<file path="config.mk">
export PLATFORM = sky130hd
export DESIGN_NAME = yarp_mem_arbiter
export DESIGN_NICKNAME = d
export VERILOG_FILES = /design/src/rtl/yarp_mem_arbiter.sv
export SDC_FILE = /design/constraint.sdc
export NUM_CORES = 1
export LEC_CHECK = 0
export ABC_CLOCK_PERIOD_IN_PS = 2700
export BUFFER_PORTS_ARGS = -buffer_cell sky130_fd_sc_hd__buf_2
export CORE_ASPECT_RATIO = 0.75
export CORE_MARGIN = 2
export CORE_UTILIZATION = 45
export CTS_BUF_LIST = sky130_fd_sc_hd__clkbuf_16
export CTS_CLUSTER_SIZE = 8
export DETAILED_ROUTE_END_ITERATION = 12
export GPL_ROUTABILITY_DRIVEN = 0
export PLACE_DENSITY = 0.79
export SYNTH_ARGS = -nofsm -noshare
export SYNTH_HDL_FRONTEND = slang
export SYNTH_SLANG_ARGS = --single-unit
</file>
<file path="constraint.sdc">
create_clock -name clk -period 2.7 [get_ports clk]
set_input_delay 0.27 -clock clk [delete_from_list [all_inputs] [get_ports clk]]
set_output_delay 0.27 -clock clk [all_outputs]
set_load 0.005 [all_outputs]
</file>
<file path="src/rtl/yarp_mem_arbiter.sv">
// Two-requester (instruction fetch / data access) arbiter onto one single-port memory.
// Define YARP_MEM_ARB_RR_EN for round-robin arbitration; otherwise data has fixed priority.
module yarp_mem_arbiter #(
    parameter int unsigned TIMEOUT_CYC = 64
) (
    input  logic        clk,
    input  logic        reset_n,

    input  logic        imem_req_i,
    input  logic [31:0] imem_addr_i,
    output logic        imem_gnt_o,
    output logic        imem_rvalid_o,
    output logic [31:0] imem_rdata_o,

    input  logic        dmem_req_i,
    input  logic [31:0] dmem_addr_i,
    input  logic        dmem_wr_i,
    input  logic [1:0]  dmem_byte_en_i,
    input  logic [31:0] dmem_wdata_i,
    output logic        dmem_gnt_o,
    output logic        dmem_rvalid_o,
    output logic [31:0] dmem_rdata_o,

    output logic        mem_req_o,
    input  logic        mem_gnt_i,
    output logic [31:0] mem_addr_o,
    output logic        mem_wr_o,
    output logic [1:0]  mem_byte_en_o,
    output logic [31:0] mem_wdata_o,
    input  logic        mem_rvalid_i,
    input  logic [31:0] mem_rdata_i,

    output logic        err_o,
    output logic        busy_o
);

    typedef enum logic [1:0] {
        StIdle  = 2'd0,
        StIssue = 2'd1,
        StWait  = 2'd2
    } state_e;

    state_e      state_q, state_d;
    logic        owner_q, owner_d;      // 1 = data requester owns the transaction
    logic        mem_req_q, mem_req_d;
    logic [31:0] addr_q, addr_d;
    logic        wr_q, wr_d;
    logic [1:0]  be_q, be_d;
    logic [31:0] wdata_q, wdata_d;
    logic [31:0] wdog_q, wdog_d;
    logic        pick_data;
    logic        expire;

`ifdef YARP_MEM_ARB_RR_EN
    logic        rr_q, rr_d;            // last granted requester, 1 = data

    // On a tie the requester that was not granted last wins.
    assign pick_data = dmem_req_i && (!imem_req_i || !rr_q);
`else
    assign pick_data = dmem_req_i;
`endif

    assign expire = (TIMEOUT_CYC != 0) && (wdog_q == TIMEOUT_CYC - 1);

    always_comb begin
        state_d       = state_q;
        owner_d       = owner_q;
        addr_d        = addr_q;
        wr_d          = wr_q;
        be_d          = be_q;
        wdata_d       = wdata_q;
        wdog_d        = wdog_q;
`ifdef YARP_MEM_ARB_RR_EN
        rr_d          = rr_q;
`endif
        imem_gnt_o    = 1'b0;
        imem_rvalid_o = 1'b0;
        imem_rdata_o  = 32'h0;
        dmem_gnt_o    = 1'b0;
        dmem_rvalid_o = 1'b0;
        dmem_rdata_o  = 32'h0;
        err_o         = 1'b0;

        case (state_q)
            StIdle: begin
                if (imem_req_i || dmem_req_i) begin
                    owner_d = pick_data;
`ifdef YARP_MEM_ARB_RR_EN
                    rr_d    = pick_data;
`endif
                    if (pick_data) begin
                        addr_d  = dmem_addr_i;
                        wr_d    = dmem_wr_i;
                        be_d    = dmem_byte_en_i;
                        wdata_d = dmem_wdata_i;
                    end else begin
                        addr_d  = imem_addr_i;
                        wr_d    = 1'b0;
                        be_d    = 2'b11;
                        wdata_d = 32'h0;
                    end
                    state_d = StIssue;
                end
            end
            StIssue: begin
                if (mem_gnt_i) begin
                    imem_gnt_o = !owner_q;
                    dmem_gnt_o = owner_q;
                    wdog_d     = 32'h0;
                    state_d    = StWait;
                end
            end
            StWait: begin
                wdog_d = wdog_q + 32'd1;
                // A real response takes precedence over a simultaneous watchdog expiry.
                if (mem_rvalid_i) begin
                    imem_rvalid_o = !owner_q;
                    dmem_rvalid_o = owner_q;
                    imem_rdata_o  = owner_q ? 32'h0 : mem_rdata_i;
                    dmem_rdata_o  = (owner_q && !wr_q) ? mem_rdata_i : 32'h0;
                    state_d       = StIdle;
                end else if (expire) begin
                    imem_rvalid_o = !owner_q;
                    dmem_rvalid_o = owner_q;
                    err_o         = 1'b1;
                    state_d       = StIdle;
                end
            end
            default: state_d = StIdle;
        endcase

        mem_req_d = (state_d == StIssue);
    end

    always_ff @(posedge clk or negedge reset_n) begin
        if (!reset_n) begin
            state_q   <= StIdle;
            owner_q   <= 1'b0;
            mem_req_q <= 1'b0;
            addr_q    <= 32'h0;
            wr_q      <= 1'b0;
            be_q      <= 2'b00;
            wdata_q   <= 32'h0;
            wdog_q    <= 32'h0;
        end else begin
            state_q   <= state_d;
            owner_q   <= owner_d;
            mem_req_q <= mem_req_d;
            addr_q    <= addr_d;
            wr_q      <= wr_d;
            be_q      <= be_d;
            wdata_q   <= wdata_d;
            wdog_q    <= wdog_d;
        end
    end

`ifdef YARP_MEM_ARB_RR_EN
    always_ff @(posedge clk or negedge reset_n) begin
        if (!reset_n) begin
            rr_q <= 1'b0;
        end else begin
            rr_q <= rr_d;
        end
    end
`endif

    assign mem_req_o     = mem_req_q;
    assign mem_addr_o    = addr_q;
    assign mem_wr_o      = wr_q;
    assign mem_byte_en_o = be_q;
    assign mem_wdata_o   = wdata_q;
    assign busy_o        = (state_q != StIdle);

endmodule

</file>
==> results_dict.tcl, run 1 <==
set metrics [dict create \
    crit_path_start_kind "flop" \
    post-place-ws_ns 0.285 \
    arrival_ns 2.40 \
    finalPower_uw 5570 \
    worst_path_max_delay_cell "or4_1" \
    routed_via_density 5.33 \
    track_usage 0.241 \
    grt_pass1_wl_um 22800 \
    critical_path_class "reg2out" \
    ctsRootBufferMaster "clkbuf_16" \
    peakVddDrop_mv 0.586 \
    utilization 0.622 \
    synthToLayoutAreaGrowth_pct 35.3 \
    io_pins 275 \
    ys_warn_count 0 \
    synth_edf_count 0 \
    drtIter0Drc 382 \
    layout_commonest_cell "buf_2" \
    tightest_slew_ns 0.878 \
    wl_per_cell_um 16.2 \
    initial_core_util 0.459 \
    dieArea_sq_um 12000 \
    status "finished, final reports clean" \
    grt_pass1_vias 4534 \
    dp_hpwl_um 11500 \
    cts_num_sinks 103 \
    cp-end-kind "primary output" \
    place_area_sq_um 6500 \
    cts_setup_buffers 0 \
    clock_path_buffers 2 \
    detail-route-antenna-nets 0 \
    rows 33 \
    first_pass_iters 5 \
    mostFrequentLayoutCells "buf_2, nand2_1, dfrtp_1, nor2_1, mux2i_1" \
    postSynthRegisterBits 103 \
    slowest_delay_ns 0.53 \
    grt_overflow 0 \
    rsz0062_at_grt "true" \
    drv_cap 0 \
    async_flop_share 1.00 \
    yosysSeqAreaShare 0.515 \
    cts_tree "yes" \
    antenna_found_initial 0 \
    p_leak_uw 0.00368 \
    synthFlopType "dfrtp_1" \
    dieWidth_um 126 \
    fin_crit_sh 0.988 \
    synth_cell_types 42 \
    vias 4966 \
    min_period_ns 2.67 \
    die_h_um 95.4 \
    relSlewSlack 0.414 \
    synth_cells 532 \
    hp-class "in2reg" \
    syn_nets 670 \
    coreArea_sq_um 10900 \
    cp_cell_sequence "or4_1 > or4_4 > nor4_4 > nor3b_2 > buf_2" \
    clk_pin_slew_worst_paths_ns 0.07 \
    worstPathRequired_ns 2.43 \
    wirelength_um 15100 \
    clock_skew_ns 0.0115 \
    slew_violations 0 \
    worst_slack_ns 0.0334 \
    num_antenna_cells 0 \
    hold_violations 0 \
    fin_area_sq_um 6780 \
    setup_viol 0 \
    drive_gt1_frac 0.386 \
    netlist_area_sq_um 5010 \
    numCtsBuffers 9 \
    grt_max_degree 100 \
    portBuffers 274 \
    fin_nets 926 \
    worstPathMaxFanout 6 \
    p_per_area_nw_per_um2 822 \
    insertion_delay_ns 0.34 \
    drcViolationCount 0 \
    avgSynthCellArea_sq_um 9.41 \
    htree_levels 3 \
    max_freq_ghz 0.375 \
]
[power by group]
| group | switching, uW | internal (uW) | total (uW) |
|---|---|---|---|
| registers | 333 | 2060 | 2390 |
| logic | 1120 | 886 | 2010 |
| clock network | 553 | 618 | 1170 |
[final cells by class]
cell class                 count  area [sq um]
clock buffer                   9           225
multi-input combinational    385          2280
tap                          140           175
inverter                       5          18.8
timing repair buffer         284          1460
fill                         966          4120
clock inverter                 6          37.5
sequential                   103          2580
[registers in the layout, summed over array words and instances (netlist names)]
register       cells
mem_addr_o        32
mem_wdata_o       32
wdog_q            32
mem_byte_en_o      2
state_q            2
mem_req_o          1
mem_wr_o           1
owner_q            1
[worst paths after layout]
check	endpoint	slack, ns	start	cells past startpoint
worst max-delay path	err_o	0.03	wdog_q[9]	5
worst min-delay path	mem_wdata_o[11]	0.14	dmem_wdata_i[11]	2
worst max register to register	wdog_q[16]	0.45	state_q[0]	4
worst min register to register	mem_addr_o[23]	0.48	mem_addr_o[23]	2
max in group asynchronous	wdog_q[27]	1.50	reset_n	3
min in group asynchronous	wdog_q[18]	0.50	reset_n	2
[Yosys cell counts (5+ instances only)]
master    number  share of area
inv_1          5         0.0037
nor3_1         7         0.0070
nor2_1        72          0.054
nand2_1      103          0.077
a22o_1        33          0.058
mux2i_1       50           0.10
clkbuf_1      36          0.027
nand3_1       13          0.013
nor4_1         8          0.010
dfrtp_1      103           0.51
o21ai_0       41          0.041
nand4_1       10          0.012
[through the flow]
stage	std cells	hold WS, ns	setup TNS [ns]
finish	932	0.139	0
CTS	932	0.128	0
global route	932	0.128	-0.0559
floorplan	532	-0.0256	0
global placement	916	0.314	0
detailed placement	916	0.326	0
[cell families after synthesis]
family,share of synthesized area
compound gates,0.138
xor+xnor,0.00175
flops,0.515
simple gates,0.210
buf+inv,0.0332
fa+ha+maj,0.00250
mux,0.0999
[what timing repair did]
item	4_1_cts	5_1_grt
pin swaps	1	0
gates resized for setup	0	2
setup endpoints to repair	2	33
endpoints found under the hold margin	45	0
gates cloned	0	0
hold buffers	1	0
[per-layer routing]
metal,track usage,share of wire,vias to the layer above
met5,0,0,-
met4,0.0778,0.021,0
met3,0.0730,0.079,26
met2,0.373,0.49,202
met1,0.329,0.41,2365
li1,-,-,2373
[worst max-delay path, delay by kind of cell, from the launching register on]
family / cells / cell delay [ns]
flip-flops: 1 / 0.44
AND/OR/NAND/NOR: 4 / 1.48
buffers and inverters: 1 / 0.14
Power figures use the tool's default switching activity.
==> run 2, diff against run 1 <==
ABC_AREA = 1   (was default)
CORE_UTILIZATION = 46   (was 45)
==> results_dict.tcl, run 2 <==
set metrics [dict create \
    cts_tree "yes" \
    place_area_sq_um 6990 \
    synth_area_leaders "dfrtp_1, nand2_1, nor2_1" \
    synth_top_cell_by_area "dfrtp_1" \
    dieWidth_um 130 \
    first_pass_iters 5 \
    wirelength_um 17300 \
    ys_warn_count 0 \
    yosysMostFrequentCell "nand2_1" \
    fin_crit_sh 0.865 \
    setup_viol 0 \
    detail-route-antenna-nets 0 \
    synth_edf_count 0 \
    routed_via_density 5.03 \
    drive_gt1_frac 0.315 \
    p_per_area_nw_per_um2 823 \
    max_freq_ghz 0.428 \
    drcViolationCount 0 \
    cp-end-kind "primary output" \
    worst-path-buf-inv 2 \
    dp_hpwl_um 13300 \
    netlist.area_leader.share 0.472 \
    yosysSeqAreaShare 0.472 \
    drv_cap 0 \
    avgSynthCellArea_sq_um 7.45 \
    cp_cell_sequence "nor2_4 > nand2_1 > buf_4 > nor3_1 > buf_2" \
    tightest_slew_ns 0.685 \
    utilization 0.632 \
    postSynthRegisterBits 103 \
    worst_slack_ns 0.364 \
    htree_levels 3 \
    track_usage 0.272 \
    io_pins 275 \
    drtIter0Drc 273 \
    critical_path_class "reg2out" \
    netlist_area_sq_um 5460 \
    wl_per_cell_um 14.9 \
    min_from "dmem_wdata_i[13]" \
    synth_cell_types 27 \
    rsz0062_at_grt "false" \
    antenna_found_initial 0 \
    synthTopCellsByCount "nand2_1, dfrtp_1, nor2_1" \
    rows 34 \
    r2r_slack_ns 0.89 \
    crit_path_start_kind "flop" \
    grt_pass1_vias 5452 \
    ctsRootBufferMaster "clkbuf_16" \
    cts_resized 0 \
    clock_path_buffers 2 \
    async_flop_share 1.00 \
    vias 5835 \
    path_delay_family "simple AND/OR/NAND/NOR gates" \
    syn_nets 871 \
    grt_max_degree 54 \
    p_leak_uw 0.00390 \
    initial_core_util 0.472 \
    min_to "mem_wdata_o[13]" \
    worst_path_max_delay_cell "dfrtp_1" \
    peakVddDrop_mv 0.413 \
    die_h_um 98.3 \
    synthFlopType "dfrtp_1" \
    layout_commonest_cell "buf_2" \
    status "finished, final reports clean" \
    slew_violations 0 \
    dieArea_sq_um 12800 \
    hold_depth 2 \
    hold_violations 0 \
    hold_ws_ns 0.140 \
    post-place-ws_ns 0.775 \
    rr_worst_depth 9 \
    portBuffers 274 \
    fin_area_sq_um 7310 \
    slowest_delay_ns 0.45 \
    hp-class "in2reg" \
    grt_overflow 0 \
    worstPathMaxFanout 28 \
    num_antenna_cells 0 \
    min_period_ns 2.34 \
    worstPathRequired_ns 2.43 \
    mostFrequentLayoutCells "buf_2, nand2_1, dfrtp_1, nor2_1, inv_1" \
    arrival_ns 2.07 \
    clock_skew_ns 0.00805 \
    cts_setup_buffers 0 \
    insertion_delay_ns 0.35 \
    relSlewSlack 0.543 \
    grt_pass1_wl_um 27400 \
    r2r-end "wdog_q[12]" \
    nFillCells 1091 \
    synth_cells 733 \
    cts_num_sinks 103 \
    numCtsBuffers 9 \
    fin_nets 1130 \
    tns_ns 0 \
    r2r_start "wdog_q[0]" \
    coreArea_sq_um 11600 \
    clk_pin_slew_worst_paths_ns 0.07 \
    synthToLayoutAreaGrowth_pct 33.9 \
]
run 2: cell count changes in the layout (fill, tap and decap cells not counted), moves of 24 or more:
cell	before	now
a31oi_1	2	32
mux2i_1	50	0
nor3_1	7	65
nand2_1	103	197
o21ai_0	41	17
inv_1	7	83
run 2: routing by layer:
layer / up-vias / track usage / part of all wire
li1: 2902 / - / -
met1: 2668 / 0.371 / 0.44
met2: 245 / 0.443 / 0.47
met3: 20 / 0.0581 / 0.074
met4: 0 / 0.0720 / 0.015
met5: - / 0 / 0
run 2: cell type report:
| class | instances | area [sq um] | area share |
|---|---|---|---|
| timing repair buffer | 285 | 1500 | 0.205 |
| inverter | 89 | 334 | 0.0457 |
| multi-input combinational | 504 | 2390 | 0.328 |
| sequential | 103 | 2580 | 0.353 |
| tap | 162 | 203 | 0.0277 |
| clock buffer | 9 | 225 | 0.0308 |
| clock inverter | 7 | 78.8 | 0.0108 |
run 2: timing repair:
item,CTS,global route
hold buffers,1,0
endpoints found under the hold margin,49,0
endpoints found under the setup margin,0,0
run 2: worst reg2reg max path, cell delays in order (launching register included):
cell,delay [ns]
dfrtp_1,0.39
ha_1,0.20
nand2_1,0.09
nor2_2,0.22
nand2_1,0.18
nor2_2,0.27
nand2_1,0.13
o21ai_0,0.11
o21ai_1,0.09
inv_1,0.06
run 2: per-stage QoR:
step,power (uW),std cells
after detailed placement,4710,1142
after floorplan,3670,733
after global placement,4660,1142
after global routing,6440,1159
final,6020,1159
after CTS,6050,1159
run 2: how the worst max path moves through the flow:
stage / start / end / slack (ns) / cells past startpoint
after floorplan: wdog_q[0] / dmem_rvalid_o / 1.21 / 9
after global placement: state_q[0] / imem_rdata_o[6] / 0.86 / 5
after detailed placement: state_q[0] / imem_rdata_o[8] / 0.78 / 5
after CTS: state_q[0] / imem_rdata_o[8] / 0.38 / 5
after global routing: state_q[0] / imem_rdata_o[20] / 0.21 / 5
final: state_q[0] / imem_rdata_o[8] / 0.36 / 5
run 2: kinds of logic after synthesis:
group / Yosys count / share of synthesized area
flip-flops: 103 / 0.472
adder cells (fa/ha/maj): 1 / 0.00229
AO/OA/AOI/OAI: 101 / 0.128
AND/OR/NAND/NOR: 402 / 0.309
buffers and inverters: 126 / 0.0894
run 2: where the power goes:
part	internal, uW	leakage [uW]	total [uW]	switching [uW]
registers	2090	0.00129	2420	334
clock network	731	0.000146	1340	604
logic	988	0.00246	2260	1270
total	3810	0.00390	6020	2210
==> run 3, diff against run 2 <==
BUFFER_PORTS_ARGS = default   (was -buffer_cell sky130_fd_sc_hd__buf_2)
CORE_UTILIZATION = 50   (was 46)
DONT_BUFFER_PORTS = 1   (was default)
PLACE_DENSITY = 0.63   (was 0.79)
==> results_dict.tcl, run 3 (synthesis gave the netlist of run 2 again) <==
set metrics [dict create \
    grt_pass1_vias 4494 \
    cp-endpoint "dmem_rdata_o[1]" \
    rr_worst_depth 6 \
    hp-class "in2reg" \
    mostFrequentLayoutCells "nand2_1, dfrtp_1, nor2_1, inv_1, nor3_1" \
    fin_crit_sh 0.871 \
    grt_max_degree 104 \
    portBuffers 0 \
    track_usage 0.255 \
    worst_path_max_delay_cell "nand3_1" \
    p_clk_frac 0.244 \
    hold_ws_ns 0.0103 \
    cp-end-kind "primary output" \
    rows 33 \
    rsz0062_at_grt "false" \
    synthToLayoutAreaGrowth_pct 8.85 \
    routed_via_density 5.65 \
    cts_num_sinks 103 \
    r2r_slack_ns 0.74 \
    worstPathMaxFanout 19 \
    status "finished, final reports clean" \
    clk_pin_slew_worst_paths_ns 0.07 \
    crit_path_start_kind "flop" \
    drv_cap 0 \
    switching_share 0.385 \
    numCtsBuffers 9 \
    antenna_found_initial 0 \
    clock_skew_ns 0.00836 \
    relSlewSlack 0.413 \
    vias 4919 \
    tightest_slew_ns 0.877 \
    insertion_delay_ns 0.36 \
    max_freq_ghz 0.425 \
    grt_pass1_wl_um 23700 \
    r2r_start "state_q[0]" \
    p_comb_frac 0.271 \
    dieArea_sq_um 11800 \
    io_pins 275 \
    coreArea_sq_um 10800 \
    htree_levels 3 \
    slew_violations 0 \
    initial_core_util 0.507 \
    peakVddDrop_mv 0.419 \
    p_leak_uw 0.00273 \
    grt_overflow 0 \
    internal_power_uw 3300 \
    ctsRootBufferMaster "clkbuf_16" \
    r2r-end "mem_addr_o[16]" \
    cp_cell_sequence "nor2_4 > nand3_1 > buf_4 > nor3_1" \
    dieWidth_um 125 \
    p_per_area_nw_per_um2 904 \
    netSwitchingPower_uw 2070 \
    tns_ns 0 \
    setup_viol 0 \
    cp-startpoint "state_q[0]" \
    min_period_ns 2.35 \
    first_pass_iters 5 \
    layout_commonest_cell "nand2_1" \
    detail-route-antenna-nets 0 \
    finalPower_uw 5370 \
    critical_path_class "reg2out" \
    arrival_ns 2.08 \
    slowest_delay_ns 0.49 \
    die_h_um 94.5 \
    worstPathRequired_ns 2.43 \
    drcViolationCount 0 \
    dp_hpwl_um 11100 \
    hold_violations 0 \
    cts_tree "yes" \
    drive_gt1_frac 0.0644 \
    num_antenna_cells 0 \
    drtIter0Drc 370 \
    wirelength_um 15000 \
    fin_nets 863 \
    p_seq_frac 0.484 \
    wl_per_cell_um 17.2 \
    clock_path_buffers 2 \
]
## run 3: layer usage
layer	routed length, um	track usage	vias to the layer above
met5	0	0	-
met4	302	0.0861	0
met3	1210	0.0793	24
met2	7000	0.406	214
met1	6490	0.336	2320
li1	-	-	2361
## run 3: final cells by class
| type | instances | area, sq um |
|---|---|---|
| Fill cell | 1029 | 4830 |
| Sequential cell | 103 | 2580 |
| Multi-Input combinational cell | 504 | 2400 |
| Inverter | 89 | 334 |
| Clock buffer | 9 | 225 |
| Tap cell | 140 | 175 |
| Timing Repair Buffer | 18 | 160 |
| Clock inverter | 7 | 73.8 |
## run 3: through the flow
stage,area [sq um],instances,setup slack (ns),utilization
after floorplan,5460,733,1.21,-
after global placement,5590,851,0.633,0.519
after detailed placement,5590,851,0.488,0.519
after CTS,5940,870,0.108,0.551
after global routing,5940,870,0.156,0.551
final,5940,870,0.349,0.551
## run 3: power groups by stage
stage | registers (uW) | clock network (uW) | logic [uW]
2_1_floorplan | 2460 | 0 | 1210
3_3_place_gp | 2620 | 0 | 1380
3_5_place_dp | 2640 | 0 | 1430
4_1_cts | 2610 | 1340 | 1470
5_1_grt | 2660 | 1410 | 1670
6_report | 2600 | 1310 | 1460
## run 3: what timing repair did
action,CTS,global route
hold buffers,3,0
hold endpoints to repair,104,0
endpoints found under the setup margin,0,30
gates resized for setup,0,1
setup buffers,0,0
## run 3: how the worst min path moves through the flow
stage,depth (start not counted),to,slack [ns],start
global placement,0,mem_wdata_o[12],-0.02,reset_n
floorplan,0,mem_addr_o[0],-0.03,reset_n
finish,1,state_q[0],0.01,mem_gnt_i
detailed placement,0,mem_wdata_o[12],-0.02,reset_n
global route,1,state_q[0],0.01,mem_gnt_i
CTS,1,state_q[0],0.004,mem_gnt_i
## run 3: critical path: cells and delay by family, from the launching register on
family        cells  cell delay (ns)
flops             1             0.45
buf+inv           1             0.40
simple gates      3             0.86
